<file path="src/rtl/uart_prog_loader.sv">
// UART program loader: sends a sync byte, receives a length-prefixed big-endian word image, writes it to instruction memory.
// Optional trailing XOR checksum of the data bytes is enabled by defining UART_PROG_LOADER_CSUM_EN.
module uart_prog_loader #(
    parameter int          ADDR_W    = 14,
    parameter logic [7:0]  SYNC_BYTE = 8'hAA
) (
    input  logic              clk,
    input  logic              rst,
    input  logic              start,
    input  logic [7:0]        rx_data,
    input  logic              rx_valid,
    input  logic              tx_busy,
    output logic              tx_start,
    output logic [7:0]        tx_data,
    output logic [ADDR_W-1:0] imem_addr,
    output logic [31:0]       imem_din,
    output logic              imem_we,
    output logic [ADDR_W:0]   word_count,
    output logic              busy,
    output logic              done,
    output logic              error
);

    typedef enum logic [3:0] {
        IDLE,
        SEND_SYNC,
        WAIT_TX,
        LEN,
        DATA,
`ifdef UART_PROG_LOADER_CSUM_EN
        CSUM,
`endif
        TRAILER,
        DONE,
        ERR
    } state_t;

`ifdef UART_PROG_LOADER_CSUM_EN
    localparam state_t POST_DATA = CSUM;
`else
    localparam state_t POST_DATA = TRAILER;
`endif

    localparam logic [32:0]     CAPACITY = 33'd1 << ADDR_W;
    localparam logic [ADDR_W:0] WC_ONE   = {{ADDR_W{1'b0}}, 1'b1};

    state_t      state;
    logic        guard;
    logic [1:0]  byte_cnt;
    logic [31:0] len_r;
    logic [23:0] shift_r;
`ifdef UART_PROG_LOADER_CSUM_EN
    logic [7:0]  csum;
`endif

    logic [31:0]     len_full;
    logic [31:0]     word_full;
    logic [ADDR_W:0] wc_next;
    logic            last_word;

    always_comb begin
        len_full  = {len_r[23:0], rx_data};
        word_full = {shift_r, rx_data};
        wc_next   = word_count + WC_ONE;
        last_word = (32'(wc_next) == len_r);
        busy      = !(state inside {IDLE, DONE, ERR});
    end

    // NOTE: all state and registered outputs use non-blocking assignments so every
    // branch below reads the pre-edge values, regardless of statement order.
    always_ff @(posedge clk) begin
        if (rst) begin
            state      <= IDLE;
            guard      <= 1'b0;
            byte_cnt   <= 2'd0;
            len_r      <= 32'd0;
            shift_r    <= 24'd0;
            tx_start   <= 1'b0;
            tx_data    <= 8'h00;
            imem_addr  <= '0;
            imem_din   <= 32'd0;
            imem_we    <= 1'b0;
            word_count <= '0;
            done       <= 1'b0;
            error      <= 1'b0;
`ifdef UART_PROG_LOADER_CSUM_EN
            csum       <= 8'h00;
`endif
        end else begin
            // Strobes default low so each is a single-cycle pulse.
            tx_start <= 1'b0;
            tx_data  <= 8'h00;
            imem_we  <= 1'b0;

            case (state)
                IDLE, DONE, ERR: begin
                    if (start) begin
                        state      <= SEND_SYNC;
                        done       <= 1'b0;
                        error      <= 1'b0;
                        word_count <= '0;
                        byte_cnt   <= 2'd0;
                        len_r      <= 32'd0;
                        shift_r    <= 24'd0;
`ifdef UART_PROG_LOADER_CSUM_EN
                        csum       <= 8'h00;
`endif
                    end
                end
                SEND_SYNC: begin
                    if (!tx_busy) begin
                        tx_start <= 1'b1;
                        tx_data  <= SYNC_BYTE;
                        guard    <= 1'b1;
                        state    <= WAIT_TX;
                    end
                end
                WAIT_TX: begin
                    // The transmitter raises tx_busy one cycle after tx_start, so skip that cycle.
                    if (guard)
                        guard <= 1'b0;
                    else if (!tx_busy)
                        state <= LEN;
                end
                LEN: begin
                    if (rx_valid) begin
                        byte_cnt <= byte_cnt + 2'd1;
                        len_r    <= len_full;
                        if (byte_cnt == 2'd3) begin
                            if ({1'b0, len_full} > CAPACITY) begin
                                state <= ERR;
                                error <= 1'b1;
                            end else if (len_full == 32'd0) begin
                                state <= POST_DATA;
                            end else begin
                                state <= DATA;
                            end
                        end
                    end
                end
                DATA: begin
                    if (rx_valid) begin
                        byte_cnt <= byte_cnt + 2'd1;
                        shift_r  <= word_full[23:0];
`ifdef UART_PROG_LOADER_CSUM_EN
                        csum     <= csum ^ rx_data;
`endif
                        if (byte_cnt == 2'd3) begin
                            imem_we    <= 1'b1;
                            imem_din   <= word_full;
                            imem_addr  <= word_count[ADDR_W-1:0];
                            word_count <= wc_next;
                            if (last_word)
                                state <= POST_DATA;
                        end
                    end
                end
`ifdef UART_PROG_LOADER_CSUM_EN
                CSUM: begin
                    if (rx_valid) begin
                        if (rx_data == csum) begin
                            state <= TRAILER;
                        end else begin
                            state <= ERR;
                            error <= 1'b1;
                        end
                    end
                end
`endif
                TRAILER: begin
                    if (rx_valid) begin
                        if (rx_data == SYNC_BYTE) begin
                            state <= DONE;
                            done  <= 1'b1;
                        end else begin
                            state <= ERR;
                            error <= 1'b1;
                        end
                    end
                end
                default: state <= IDLE;
            endcase
        end
    end

endmodule

</file>
<file path="config.mk">
export PLATFORM = sky130hd
export DESIGN_NAME = uart_prog_loader
export DESIGN_NICKNAME = d
export VERILOG_FILES = /design/src/rtl/uart_prog_loader.sv
export SDC_FILE = /design/constraint.sdc
export NUM_CORES = 1
export LEC_CHECK = 0
export BUFFER_PORTS_ARGS = -buffer_cell sky130_fd_sc_hd__buf_2
export CAP_MARGIN = 20
export CORE_ASPECT_RATIO = 2
export CORE_MARGIN = 2
export CORE_UTILIZATION = 25
export DETAILED_ROUTE_END_ITERATION = 16
export PLACE_DENSITY = 0.5
export SLEW_MARGIN = 25
export SYNTH_ARGS = -nofsm -noshare
export SYNTH_HDL_FRONTEND = slang
export SYNTH_SLANG_ARGS = --single-unit
</file>
<file path="constraint.sdc">
create_clock -name clk -period 4.2 [get_ports clk]
set_clock_uncertainty 0.2 [all_clocks]
set_input_delay 0.42 -clock clk [delete_from_list [all_inputs] [get_ports clk]]
set_output_delay 0.42 -clock clk [all_outputs]
set_load 0.005 [all_outputs]
</file>
# Yosys cells after proc, flatten, opt, wreduce, memory -nomap -nowiden
# Index checks and enable logic that the tools add are counted.
[word_totals]
ff_bits = 136
latch_bits = 0
ram_bits = 0
rom_bits = 0
inputBits = 13
output_inout_bits = 74
wordCells = 108
mem_count = 0
[classes]
add_sub_neg = 2
multipliers = 0
div_mod_pow = 0
n_lt_le_gt_ge = 1
eq_ne = 24
shifts = 0
n_mux = 42
bitwise = 3
n_reduce_logical = 23
[ops]
columns = ["op", "n"]
rows = [
  ["32-bit 2-to-1 mux", 2],
  ["32-bit one-hot mux with 2 select lines", 1],
  ["24-bit 2-to-1 mux", 2],
  ["24-bit one-hot mux with 2 select lines", 1],
  ["15-bit 2-to-1 mux", 3],
  ["4-bit 2-to-1 mux", 10],
  ["15-bit by 32-bit == test with 1-bit output", 1],
  ["32-bit by 15-bit > comparator with 1-bit output, second input constant", 1],
  ["32-bit logical NOT", 1],
  ["15-bit one-hot mux with 2 select lines", 1],
  ["2-bit != test, second input constant", 13],
  ["4-bit one-hot mux with 6 select lines", 1],
  ["4-bit by 3-bit == test with 1-bit output, second input constant", 4],
  ["15-bit by 1-bit adder with 15-bit output, second input constant", 1],
  ["1-bit 2-to-1 mux", 13],
  ["3-bit AND reduction", 4],
  ["10-bit AND reduction", 1],
  ["2-bit nonzero test", 5],
  ["4-bit by 2-bit == test with 1-bit output, second input constant", 2],
  ["8-bit == test, second input constant", 1],
  ["8-bit 2-to-1 mux", 1],
  ["4-bit AND reduction", 2],
  ["7-bit AND reduction", 1],
  ["2-bit 2-to-1 mux", 3],
  ["other kinds (14)", 20],
]

# Logic depth before layout (Yosys ltp)
# Gate-level depths: netlist of run 1.
[logic_depth]
depth_word = 6
mapped_depth = 10
ltp_nobuf = 7

# Worst setup path before layout of run 1
# Ideal clock, no wire load.
[synth_path]
kind = "reg-to-reg"
startpoint = "register word_count[1]"
endpoint = "register state[2]"
setup_ns = 0.133
arrival_time_ns = 2.053
slack_ns = 1.814
path_stages_with_launch = 8
n_path_buf = 0
path_cell_list = "dfxtp_1 > ha_1 > nand3_2 > or4_4 > xnor2_1 > nand4_1 > nor4_2 > a211oi_1"
[synth_between]
elab_chain_cells = 4
[synth_lines]
columns = ["item", "line", "rtl"]
rows = [
  ["start: declaration", "18", "output logic [ADDR_W:0] word_count,"],
  ["start signal: assignment", "152", "word_count <= wc_next;"],
  ["15-bit by 1-bit adder with 15-bit output", "64", "wc_next = word_count + WC_ONE;"],
  ["15-bit by 32-bit == test with 1-bit output", "65", "last_word = (32'(wc_next) == len_r);"],
  ["2-bit != test (no source line)", "-", ""],
  ["10-bit AND reduction (no source line)", "-", ""],
  ["end signal: assignment", "73", "state <= IDLE;"],
  ["end signal: assignment", "98", "state <= SEND_SYNC;"],
  ["end signal: assignment", "115", "state <= WAIT_TX;"],
  ["end: declaration", "47", "state_t state;"],
]
# Every way passes these cells.
# A chain may end at the register's enable or synchronous reset.

# Final worst setup path of run 1
[layout_path]
startpoint = "register state[1]"
endpoint = "register word_count[6]"
[layout_between]
elab_chain_cells = 4
word_cells_on_any_way = 11
cone_classes = "6 x eq/ne; 1 x mux; 4 x reduce/logical"
[layout_lines]
columns = ["item", "line", "rtl"]
rows = [
  ["4-bit by 3-bit == test with 1-bit output / 4-bit logical NOT (equally long branches)", "95", "case (state)"],
  ["3-bit OR reduction", "95", ""],
  ["2-bit != test (no source line) / 2-bit nonzero test (equally long branches)", "-", ""],
  ["4-bit AND reduction (no source line)", "-", ""],
]
# Several ways; a longest one is shown, not always the timed one.

==> key figures, run 1 <==
Yosys
  – Yosys Warn Count: 0
  – Commonest cells post-synth: 174 x nand2_1, 131 x a21oi_1, 127 x dfxtp_1, 66 x nand3_1, 40 x clkbuf_1
  – Post-synthesis sequential area ratio: 44.85%
  – EDFF count, synth: 0
  – Number of library cell types mapped by synthesis: 57
  – Mapped Area: 0.005669 sq mm
  – Syn_area_per_cell: a little under 8 sq um
  – Top_reg_cell synth: dfxtp_1
  – Asr flop ratio synth: 0%
  – Synth Register Bits: 127
  – Leading area contributor after synthesis: dfxtp_1
  – Cell count after synthesis: approximately 740
  – Most common cell in the netlist: nand2_1
  – Leading post-synthesis cells by cell area: dfxtp_1 45%, a21oi_1 12%, nand2_1 12%
  – Area share of the largest cell type after synthesis: roughly 45%

CTS
  – CTS tree: done
  – Number of buffers created by CTS: 17
  – Clock sinks: roughly 130
  – Post_cts resized: 0
  – Clock-pin slew on the worst setup and hold paths: approximately 60 ps
  – Clock root buffer master: clkbuf_16
  – H-tree depth: 4
  – Max clock buf depth: 2
  – Worst-Skew Late Latency: 420 ps

Hold path
  – Hold Path Class: primary input to flip-flop

GRT
  – First-pass GRT wire length: ~27 mm
  – Overall routing resource usage: ~14%
  – Via count of the first global-routing pass: approximately 5000
  – Final global-route overflow total: 0
  – Largest net degree at the start of global routing: 73
  – Initial antenna violation count: 0

Setup path
  – Critical path launch point type: flip-flop
  – Req. time, crit path: between 4000 and 5000 ps
  – Crit end category: flip-flop
  – Worst path arrival time: 3000 ps
  – CP Class: flip-flop to flip-flop
  – Critical path peak fanout: 42

Final layout
  – # nets final: between 800 and 900
  – Fin util: slightly above 30%
  – Layout cells sized above 1: between 10% and 20%
  – Diodes inserted: 0
  – Fillers: about 2400
  – Layout area overhead: 21.76%

Flow run
  – Max Cap Viol: 0

Pwr
  – VDD IR-drop max: between 0.2 and 0.3 mV
  – PD cells: approximately 500 mW/mm^2
  – Lkg Pwr: between 0.002 and 0.003 uW
  – Power, Total: 3411 uW

STA
  – Setup violations, final: 0
  – Pin slew with the least headroom to its limit: 906.3 ps
  – Crit share post-route: around 68%
  – Slew Limit Fails: 0
  – Setup TNS Final: 0 ps
  – Slew HR: about two fifths
  – Final hold viol count: 0
  – Final min period: roughly 2900 ps
  – Max Fclk: 0.3488 GHz
  – RSZ-0062 raised after global routing: no

Routing
  – DRC Markers: 0
  – Vias after detailed routing: around 5300
  – Via density: between 4 and 5
  – Drt wl/cell: roughly 15 um
  – Routed wire length: around 16 mm
  – Router iterations before antenna repair: 4
  – Antenna-violating nets left: 0
  – Drt initial violations: 278

Place
  – Placer Congestion: roughly 0.81
  – IO buf count: 82
  – Final HPWL DP: 10.81 mm

Die
  – Die width: about 110 um
  – Core Footprint: about 0.022 sq mm
  – I/O pin total: 87
  – Chip Height: approximately 220 um
  – Rows: 78
  – Initial Utilization: about 25%
  – Die ar.: roughly 0.024 sq mm

Run status
  – Status: finished clean
## layout by cell type (no fill, tap or decap), drive strengths merged, types with 4 or more instances in the layout
cell type and instances:
a21o 5, o21ai 14, buf 92, a21oi 131, nand3 67, xor2 10
or3 8, nor2 27, inv 6, clkbuf 18, bufinv 5, dfxtp 127
conb 4, nand4 6, o31ai 4, xnor2 13, a211oi 4, clkinvlp 5
nand2 174, nor4 10, nor3 13
## where the power goes
part | total [uW] | leakage, uW | internal [uW] | switching [uW]
Clock | 1620 | 0.000300 | 1070 | 554
Sequential | 1270 | 0.00102 | 1230 | 37.8
Combinational | 520 | 0.00119 | 151 | 368
Total | 3410 | 0.00251 | 2450 | 960
## through the flow
step / worst slack, ps / cells / hold WS, ps / area [sq um]
after floorplan: 1814 / 741 / 231.6 / 5680
after global placement: 1377 / 1047 / 238.6 / 6238
after detailed placement: 1371 / 1047 / 243.5 / 6238
after CTS: 1332 / 1079 / 80.34 / 6902
after global routing: 1009 / 1079 / 87.80 / 6903
final: 1333 / 1079 / 95.97 / 6903
## cells by family after synthesis
family / Yosys count / synth area share, %
XOR/XNOR: 23 / 3.553
AND/OR/NAND/NOR: 330 / 27.15
multiplexers: 1 / 0.1766
other: 1 / 0.06615
flip-flops: 127 / 44.85
adder cells (fa/ha/maj): 3 / 0.6622
buffers and inverters: 72 / 5.672
AO/OA/AOI/OAI: 181 / 17.88
## flip-flops by register name, indices dropped and copies added, names as in the netlist
name and flops:
imem_we 1, byte_cnt 2, len_r 32, done 1, shift_r 24, tx_data 1
imem_addr 14, imem_din 32, state 3, guard 1, error 1, word_count 15
## what timing repair did
item	in CTS	in global routing
hold buffers	1	0
buffers inserted	0	0
endpoints found under the hold margin	1	0
## worst max-delay path, cell delays in order (launching register included)
cell and delay [ps]:
dfxtp_1 470, nor2_1 230, and2_1 150, buf_4 300
nand3_2 480, buf_4 480, a31oi_1 190, o21ai_0 90
a21oi_1 170
## final cells by class
cell class              instances  area [sq um]  share of cell area (%)
clock buffers                  18         439.2                   6.362
inverters                       6         22.52                  0.3263
flip-flops and latches        127          2542                   36.83
clock inverters                13         214.0                   3.100
repair buffers                 93         498.0                   7.214
well taps                     280         350.3                   5.075
multi-input cells             542          2836                   41.09
## path summary, 6_finish.rpt
kind | start | end | slack (ps) | cells after the start
setup reg to reg | state[1] | word_count[6] | 1330 | 8
hold / removal | rx_data[2] | imem_din[2] | 100 | 3
hold reg to reg | len_r[27] | len_r[27] | 250 | 2
setup / recovery | state[1] | word_count[6] | 1330 | 8
## per-layer routing
layer | routed length [um] | global-route usage, %
met2 | 7953 | 22.86
met3 | 915 | 3.787
met1 | 7348 | 17.59
met5 | 0 | 0
met4 | 174 | 3.625
Note: power is estimated with default switching activity, not from simulation.
==> run 2, diff against run 1 <==
==> constraint.sdc (replaced) <==
create_clock -name clk -period 2.65 [get_ports clk]
set_clock_uncertainty 0.2 [all_clocks]
set_input_delay 0.265 -clock clk [delete_from_list [all_inputs] [get_ports clk]]
set_output_delay 0.265 -clock clk [all_outputs]
set_load 0.005 [all_outputs]
==> run 2 against run 1 <==
Net effect: worst hold slack worse by 34 ps; flip-flop and latch count unchanged; die area unchanged; non-clock buffer count up 33; setup slack worse by 1100 ps; utilization up 1.2 points; register-to-register slack worse by 990 ps; power up 57%.
==> key figures, run 2 (synthesis gave the netlist of run 1 again) <==
GRT
  – Overall routing resource usage: approximately 14%
  – GR peak layer: met2
  – GR Util met3: under 10%
  – Final global-route overflow total: 0
  – Met2 usage: 23.19%
  – First-pass GRT wire length: ~28 mm
  – Largest net degree at the start of global routing: between 90 and 100
  – GR Util met1: about 18%
  – Via count of the first global-routing pass: roughly 5300
  – Initial antenna violation count: 0

Setup path
  – Reg2reg end: state[2]
  – Critical path peak fanout: 4
  – R2R depth: 6
  – CP startpoint: rx_data[0]
  – CP Class: primary input to flip-flop
  – CP bufs+invs: 2
  – R2R Setup Slk: around 340 ps
  – Req. time, crit path: ~2800 ps
  – CP max-delay cell: dlygate4sd3_1
  – Worst path max stage delay: 540 ps
  – Worst flop-to-flop path startpoint: word_count[6]
  – Critical path launch point type: primary input
  – Crit path cell chain: dlygate4sd3_1 -> buf_2 -> nor4_2 -> nand4_1 -> o21a_1 -> a2111oi_1 -> a32o_1 -> a21o_1
  – Crit end category: flip-flop
  – Worst path arrival time: 2580 ps
  – CP delay by family, top: compound AO/OA/AOI/OAI gates

Pwr
  – PD cells: about 750 mW/mm^2
  – Lkg Pwr: between 0.002 and 0.003 uW
  – VDD IR-drop max: 0.4548 mV
  – Power, Total: around 5400 uW

CTS
  – Max clock buf depth: 2
  – Clock sinks: between 100 and 150
  – Clock root buffer master: clkbuf_16
  – CTS tree: done
  – Worst-Skew Late Latency: ~420 ps
  – H-tree depth: 4
  – Number of buffers created by CTS: 17
  – Clock-pin slew on the worst setup and hold paths: 70 ps

STA
  – RSZ-0062 raised after global routing: no
  – Setup TNS Final: 0 ps
  – Final hold viol count: 0
  – Slew Limit Fails: 0
  – Max Fclk: roughly 0.42 GHz
  – Crit share post-route: approximately nine tenths
  – Setup violations, final: 0
  – Slew HR: roughly two thirds
  – Final min period: 2406 ps
  – Pin slew with the least headroom to its limit: 521.4 ps

Hold path
  – Hold depth: 2
  – Hold endpoint: len_r[14]
  – Hold_sp: rst
  – Hold Path Class: primary input to flip-flop

Die
  – Rows: 78
  – I/O pin total: 87
  – Die width: roughly 110 um
  – Die ar.: 0.02397 sq mm
  – Core Footprint: between 0.02 and 0.025 sq mm
  – Initial Utilization: 25.26%
  – Chip Height: 217.0 um

Final layout
  – # nets final: ~840
  – Layout cells sized above 1: around 20%
  – FF/Latch Area: between 0.002 and 0.003 sq mm
  – Most frequent cells in the layout: 174 x nand2_1, 130 x a21oi_1, 127 x dfxtp_1
  – Multi-input gate area: 0.002841 sq mm
  – Commonest non-fill, non-tap cell in the layout: nand2_1
  – Fillers: 2430
  – Layout area overhead: 26.37%
  – Biggest registers after layout: imem_din: 32 flops, len_r: 32 flops, shift_r: 24 flops
  – Diodes inserted: 0

Place
  – IO buf count: between 80 and 90
  – Placer Congestion: 0.8298
  – Final HPWL DP: about 11 mm

Routing
  – DRC Markers: 0
  – Via density: roughly 5.0
  – Vias after detailed routing: approximately 5500
  – Drt initial violations: ~340
  – Antenna-violating nets left: 0
  – Routed wire length: approximately 17 mm
  – Drt wl/cell: between 15 and 20 um
  – Router iterations before antenna repair: 5

Flow run
  – Max Cap Viol: 0

Run status
  – Status: finished clean
==> run 2: cell count changes in the layout (fill, tap and decap cells not counted), moves of 2 or more <==
cell / change
buf_12: +2
clkinv_2: +2
bufinv_16: -2
buf_4: +23
clkinvlp_4: -4
inv_6: +5
dlygate4sd3_1: +8
==> run 2: per-stage QoR <==
stage | instances | setup slack (ps) | hold WS, ps | utilization [%] | instance area (sq um)
after floorplan | 741 | 263.6 | 144.3 | - | 5680
after detailed placement | 1072 | 272.4 | 243.5 | 28.74 | 6451
after global placement | 1072 | 323.2 | 241.2 | 28.74 | 6451
final | 1113 | 243.5 | 61.56 | 31.92 | 7164
after global routing | 1113 | 118.6 | 61.28 | 31.92 | 7164
after CTS | 1113 | 186.9 | 46.21 | 31.89 | 7158
==> run 2: layout make-up <==
cell class	instances	share of cell area, %
Clock buffer	18	6.130
Clock inverter	14	2.480
Inverter	6	0.3144
Multi-Input combinational cell	542	39.66
Sequential cell	127	35.49
Tap cell	280	4.890
Timing Repair Buffer	126	11.04
==> run 2: power by group <==
| group | total [uW] | switching [uW] | internal, uW |
|---|---|---|---|
| Combinational | 899 | 601 | 299 |
| Sequential | 2010 | 53.2 | 1950 |
| Clock | 2450 | 934 | 1520 |
| Total | 5360 | 1590 | 3770 |
==> run 2: metal layers <==
metal / part of all wire [%] / routed length, um
met2: 48 / 8060
met4: 2.0 / 342
met3: 4.7 / 788
met5: 0 / 0
met1: 45 / 7527
==> run 2: how the worst max path moves through the flow <==
stage	endpoint	slack, ps	cells after the start
floorplan	state[2]	260	7
global placement	state[0]	320	7
detailed placement	state[0]	270	7
CTS	state[0]	190	8
global route	state[0]	120	8
finish	state[0]	240	8
==> run 2: what timing repair did <==
action | in CTS | in global routing
endpoints found under the hold margin | 25 | 0
gates resized for setup | 0 | 2
hold buffers | 9 | 0
setup buffers | 0 | 0
setup endpoints to repair | 0 | 1
